==> config.mk <==
export PLATFORM = sky130hd
export DESIGN_NAME = tdc_digital
export DESIGN_NICKNAME = d
export VERILOG_FILES = /design/src/rtl/tdc_pkg.sv /design/src/rtl/tdc_therm_decode.sv /design/src/rtl/tdc_digital.sv
export SDC_FILE = /design/constraint.sdc
export NUM_CORES = 1
export LEC_CHECK = 0
export CORE_MARGIN = 5
export CORE_UTILIZATION = 57
export DETAILED_ROUTE_END_ITERATION = 10
export PLACE_DENSITY = 0.82
export REMOVE_ABC_BUFFERS = 1
export SLEW_MARGIN = 20
export SYNTH_ARGS = -nofsm -noshare
export SYNTH_HDL_FRONTEND = slang
export SYNTH_HIERARCHICAL = 1
export SYNTH_SLANG_ARGS = --single-unit
==> constraint.sdc <==
create_clock -name clk -period 9.8 [get_ports clk]
set_clock_uncertainty 0.15 [all_clocks]
set_input_delay 0.98 -clock clk [delete_from_list [all_inputs] [get_ports clk]]
set_output_delay 0.98 -clock clk [all_outputs]
set_load 0.02 [all_outputs]
==> src/rtl/tdc_pkg.sv <==
// Shared types and default widths for the ADPLL TDC digital back-end.
package tdc_pkg;

  localparam int RIPPLE_W  = 7;
  localparam int PHASE_W   = 16;
  localparam int FRAC_W    = 4;
  localparam int WORD_W    = 12;
  localparam int CUR_W     = RIPPLE_W + FRAC_W;
  localparam int PRIME_CYC = 3;

  typedef enum logic [1:0] {
    ST_OFF   = 2'd0,
    ST_PRIME = 2'd1,
    ST_RUN   = 2'd2
  } tdc_state_e;

endpackage

==> src/rtl/tdc_therm_decode.sv <==
// Thermometer snapshot decoder: popcount of passed stages plus a flag for
// codes that are not LSB-aligned runs of ones.
module tdc_therm_decode #(
  parameter int PHASE_W = tdc_pkg::PHASE_W,
  parameter int ONES_W  = $clog2(PHASE_W + 1)
) (
  input  logic [PHASE_W-1:0] phase_i,
  output logic [ONES_W-1:0]  ones_o,
  output logic               err_o
);

  logic [PHASE_W:0] phase_ext;
  logic [PHASE_W:0] phase_inc;

  // NOTE: blocking accumulation is intended in combinational logic; the
  // default assignment first means every path drives ones_o, so no latch.
  always_comb begin
    ones_o = '0;
    for (int k = 0; k < PHASE_W; k++) begin
      ones_o = ones_o + ONES_W'(phase_i[k]);
    end
  end

  // A clean code 0..01..1 plus one is a single power of two with no overlap.
  assign phase_ext = {1'b0, phase_i};
  assign phase_inc = phase_ext + (PHASE_W + 1)'(1);
  assign err_o     = |(phase_ext & phase_inc);

endmodule

==> src/rtl/tdc_digital.sv <==
// TDC digital back-end: samples ripple count and thermometer phase, decodes
// them to a fractional phase and accumulates an unwrapped variable phase.
module tdc_digital #(
  parameter int RIPPLE_W  = tdc_pkg::RIPPLE_W,
  parameter int PHASE_W   = tdc_pkg::PHASE_W,
  parameter int FRAC_W    = tdc_pkg::FRAC_W,
  parameter int WORD_W    = tdc_pkg::WORD_W,
  parameter int PRIME_CYC = tdc_pkg::PRIME_CYC
) (
  input  logic                clk,
  input  logic                rst_n,
  input  logic                en,
  input  logic                pd,
  input  logic [RIPPLE_W-1:0] ripple_count,
  input  logic [PHASE_W-1:0]  phase,
  output logic [WORD_W-1:0]   tdc_word,
  output logic [WORD_W-1:0]   tdc_delta,
  output logic                tdc_valid,
  output logic                therm_err
);

  localparam int CUR_W  = RIPPLE_W + FRAC_W;
  localparam int ONES_W = $clog2(PHASE_W + 1);
  localparam int CNT_W  = $clog2(PRIME_CYC);

  // S1: raw analog samples
  logic [RIPPLE_W-1:0] ripple_q;
  logic [PHASE_W-1:0]  phase_q;

  // S2: decoded phase
  logic [ONES_W-1:0]   ones;
  logic                err_d;
  logic [CUR_W-1:0]    cur_d;
  logic [CUR_W-1:0]    cur_q;
  logic                err_q;

  // S3: control and outputs
  tdc_pkg::tdc_state_e state_q;
  logic [CNT_W-1:0]    prime_cnt_q;
  logic [CUR_W-1:0]    prev_cur_q;
  logic [WORD_W-1:0]   word_q;
  logic [WORD_W-1:0]   delta_q;
  logic                valid_q;
  logic                therm_err_q;

  logic [CUR_W-1:0]    delta_cur;
  logic [WORD_W-1:0]   delta_ext;
  logic                go;

  tdc_therm_decode #(
    .PHASE_W (PHASE_W),
    .ONES_W  (ONES_W)
  ) u_decode (
    .phase_i (phase_q),
    .ones_o  (ones),
    .err_o   (err_d)
  );

  // ones == PHASE_W carries naturally into the ripple field.
  assign cur_d = {ripple_q, {FRAC_W{1'b0}}} + CUR_W'(ones);

  // NOTE: the sample pipeline is reset along with the control state so that
  // nothing downstream ever sees an undefined sample after reset release.
  always_ff @(posedge clk or negedge rst_n) begin
    if (!rst_n) begin
      ripple_q <= '0;
      phase_q  <= '0;
      cur_q    <= '0;
      err_q    <= 1'b0;
    end else begin
      ripple_q <= ripple_count;
      phase_q  <= phase;
      cur_q    <= cur_d;
      err_q    <= err_d;
    end
  end

  assign delta_cur = cur_q - prev_cur_q;
  assign delta_ext = WORD_W'(delta_cur);
  assign go        = en && !pd;

  always_ff @(posedge clk or negedge rst_n) begin
    if (!rst_n) begin
      state_q     <= tdc_pkg::ST_OFF;
      prime_cnt_q <= '0;
      prev_cur_q  <= '0;
      word_q      <= '0;
      delta_q     <= '0;
      valid_q     <= 1'b0;
      therm_err_q <= 1'b0;
    end else begin
      case (state_q)
        tdc_pkg::ST_OFF: begin
          if (go) begin
            state_q     <= tdc_pkg::ST_PRIME;
            prime_cnt_q <= '0;
          end
        end
        tdc_pkg::ST_PRIME: begin
          if (!go) begin
            state_q <= tdc_pkg::ST_OFF;
          end else if (prime_cnt_q == CNT_W'(PRIME_CYC - 1)) begin
            state_q     <= tdc_pkg::ST_RUN;
            prev_cur_q  <= cur_q;
            word_q      <= WORD_W'(cur_q);
            delta_q     <= '0;
            therm_err_q <= err_q;
            valid_q     <= 1'b1;
          end else begin
            prime_cnt_q <= prime_cnt_q + CNT_W'(1);
          end
        end
        tdc_pkg::ST_RUN: begin
          if (!go) begin
            // Leave the last update on the outputs; re-entry re-primes.
            state_q <= tdc_pkg::ST_OFF;
            valid_q <= 1'b0;
          end else begin
            prev_cur_q  <= cur_q;
            delta_q     <= delta_ext;
            word_q      <= word_q + delta_ext;
            therm_err_q <= err_q;
          end
        end
        default: begin
          state_q <= tdc_pkg::ST_OFF;
          valid_q <= 1'b0;
        end
      endcase
    end
  end

  assign tdc_word  = word_q;
  assign tdc_delta = delta_q;
  assign tdc_valid = valid_q;
  assign therm_err = therm_err_q;

endmodule
==> key figures <==
Timing
  – Hold slack final: 0.303 ns
  – Slew Viols, Final: 0
  – Final Cycle Share: 0.453
  – Tmin final: 4.44 ns
  – Post-route setup slack: 5.36 ns
  – Fmax: 225 MHz
  – Hold Violations, Final: 0
  – RSZ-0062 raised after global routing: no
  – Slew margin rel.: 0.394
  – Worst-Margin Slew: 0.909 ns
  – Setup_tns: 0 ns
  – Finish-stage setup viols: 0

Worst setup path
  – Startpoint Class: register
  – Arr. time, crit path: 4.54 ns
  – Max incr delay on CP: 0.55 ns
  – Cell chain of the critical path: fa_1 -> inv_1 -> fa_1 -> fa_1 -> fa_1 -> inv_1 -> ha_1 -> inv_1 -> fa_1 -> nor2b_1 -> o21a_1 -> ha_1 -> ha_1 -> and3_1 -> nand3_1 -> xnor2_1
  – CP max-delay cell: fa_1
  – Top cell by count, worst path: fa_1
  – Worst Setup Path Type: reg -> reg
  – Critical path endpoint category: register
  – Max FO, Critical Path: 6
  – Worst path required time: 9.90 ns

Placement
  – IO Port Bufs: 51
  – Area of placed instances: 4680 um^2
  – Placer Congestion: 0.879
  – Pre-CTS setup slack: 5.34 ns
  – Placed cell count: 536
  – Detailed placement HPWL: 6280 um

Pwr
  – Pint: 0.831 mW
  – Worst VDD drop: 0.000134 V
  – Switching Share: 0.414
  – Comb pwr share: 0.537
  – Seq pwr share: 0.288
  – Clock power share: 0.176
  – Power per cell area: 290 nW/um^2
  – Leak: 2.29 nW
  – P_sw: 0.587 mW

CTS
  – CTS Root Cell: clkbuf_8
  – Clock Latency Late Sink: 0.36 ns
  – CTS Sinks: 75
  – Setup Fix Bufs, Post-CTS: 0
  – Post-CTS sizing: 0
  – CTS hold repair buffers: 0
  – Clock Path Buffers: 2
  – H-Tree Depth: 3
  – Total CTS buffers: 9
  – Clk slew on worst S/H paths: 0.09 ns
  – CTS tree: built

Die
  – Die W: 94.8 um
  – Core area: 7140 um^2
  – Die area: 8990 um^2
  – I/O Pins: 53
  – Row Count: 31
  – Die H: 94.8 um
  – Initial Util: 0.575

Drt
  – Initial DRC count: 159
  – Drt total wl: 8380 um
  – Vias: 3086
  – ANT nets after route: 0
  – Post-route DRC violation count: 0
  – Routed length per instance: 15.2 um
  – Drt first pass iters: 4
  – Via-per-instance ratio: 5.59

Synth
  – Asr flop ratio synth: 1.00
  – Post-synthesis sequential area ratio: 0.458
  – Main synth FF type: dfrtp_1
  – Dominant cell type by area after synthesis: dfrtp_1
  – EDFF count, synth: 0
  – Yosys cell types: 51
  – Most frequent cell after synthesis: dfrtp_1
  – Post-synth top area share: 0.458
  – Synth Area per Inst: 10.3 um^2
  – Synth cell count leaders: dfrtp_1 (75), nand2_1 (42), inv_1 (37)
  – Post-Synthesis Cells: 397
  – Post-Syn Area: 4100 um^2
  – Synth Register Bits: 75
  – Ys Warns: 6
  – Synth area leaders: dfrtp_1 (46%), ha_1 (10%), fa_1 (5.9%)

Hold path
  – Hold/Removal Path Class: reg -> reg

Layout
  – Layout cells sized above 1: 0.0684
  – Area growth from synthesis to layout: 19.2%
  – Finished layout cell area: 4890 um^2
  – Cell Count, Final, Fillers Out: 552
  – Final nets: 520
  – Diodes inserted: 0

Global routing
  – Largest net degree at the start of global routing: 76
  – Vias in the first global route: 3014
  – Total global-route track usage: 0.204
  – Antenna violations before repair: 0
  – GR Overflow Total: 0
  – First-pass GRT wire length: 14000 um

Flow run
  – Max Cap Viol: 0

Status
  – Status: finished, final reports clean
==> placed cells by master, fill, tap and decap left out, types with 2 or more instances in the layout <==
| master | n |
|---|---|
| xnor2_1 | 15 |
| a21o_1 | 6 |
| nand4_1 | 7 |
| o21a_1 | 2 |
| nand2_1 | 42 |
| xor2_1 | 9 |
| nor4_1 | 2 |
| nor2_1 | 11 |
| a22o_1 | 7 |
| a21boi_0 | 2 |
| nor3_1 | 5 |
| nor2_2 | 2 |
| clkdlybuf4s50_1 | 50 |
| mux2i_1 | 2 |
| dfrtp_1 | 75 |
| nand3_1 | 5 |
| o41ai_1 | 2 |
| and3_1 | 5 |
| a31oi_1 | 2 |
| clkbuf_8 | 10 |
| nand2b_1 | 4 |
| a221oi_2 | 2 |
| a32o_1 | 2 |
| nor2b_1 | 5 |
| a31o_2 | 2 |
| o21ai_1 | 3 |
| a22oi_1 | 6 |
| fa_1 | 12 |
| ha_1 | 33 |
| buf_4 | 2 |
| o21bai_1 | 2 |
| o21ai_0 | 33 |
| a21oi_1 | 27 |
| inv_1 | 37 |
| inv_6 | 3 |
==> power groups by stage <==
stage                     Clock [mW]  Combinational, mW  Sequential (mW)
after global routing           0.269              0.857            0.416
final                          0.249              0.761            0.408
after detailed placement           0              0.755            0.415
after floorplan                    0              0.554            0.427
after CTS                      0.255              0.761            0.408
after global placement             0              0.733            0.412
==> worst paths after layout <==
path | from | to | slack, ns | cells after the start
setup / recovery | phase_q[3] | cur_q[10] | 5.36 | 16
hold / removal | err_q | therm_err | 0.30 | 2
setup reg to reg | phase_q[3] | cur_q[10] | 5.36 | 16
hold reg to reg | err_q | therm_err | 0.30 | 2
max in group asynchronous | rst_n | cur_q[7] | 8.31 | 1
min in group asynchronous | rst_n | tdc_delta[1] | 0.60 | 1
==> worst max-delay path: cells and delay by family (launching register included) <==
family          cells  cell delay [ns]
simple gates        3             0.43
xor+xnor            1             0.13
compound gates      1             0.13
fa+ha+maj           8             2.88
buf+inv             3             0.18
flops               1             0.45
==> final cells by class <==
type / count / area (um^2)
inverters: 38 / 143
multi-input cells: 272 / 2030
fillers: 564 / 2250
clock buffers: 10 / 138
flip-flops and latches: 75 / 1880
well taps: 99 / 124
repair buffers: 52 / 515
clock inverters: 6 / 68.8
==> sequential cells by signal, indices dropped and copies added (netlist names) <==
register and flops:
phase_q 16, prev_cur_q 11, err_q 1, cur_q 11
tdc_word 12, prime_cnt_q 2, ripple_q 7, tdc_valid 1
therm_err 1, tdc_delta 11, state_q 2
==> logic make-up after synthesis <==
| logic type | share of synthesized area |
|---|---|
| multiplexers | 0.00488 |
| adder cells (fa/ha/maj) | 0.159 |
| flip-flops | 0.458 |
| XOR/XNOR | 0.0513 |
| other | 0.000914 |
| buffers and inverters | 0.0491 |
| AND/OR/NAND/NOR | 0.112 |
| AO/OA/AOI/OAI | 0.165 |
==> metal layers <==
metal	routed length, um	GRT usage
met1	3640	0.263
met2	4060	0.330
met3	502	0.0494
met4	177	0.0841
met5	0	0
==> through the flow <==
step	util	total power, mW
global route	0.685	1.54
global placement	0.656	1.14
detailed placement	0.656	1.17
CTS	0.685	1.42
floorplan	-	0.981
finish	0.685	1.42
No activity file was read; power rests on OpenSTA's default activity.
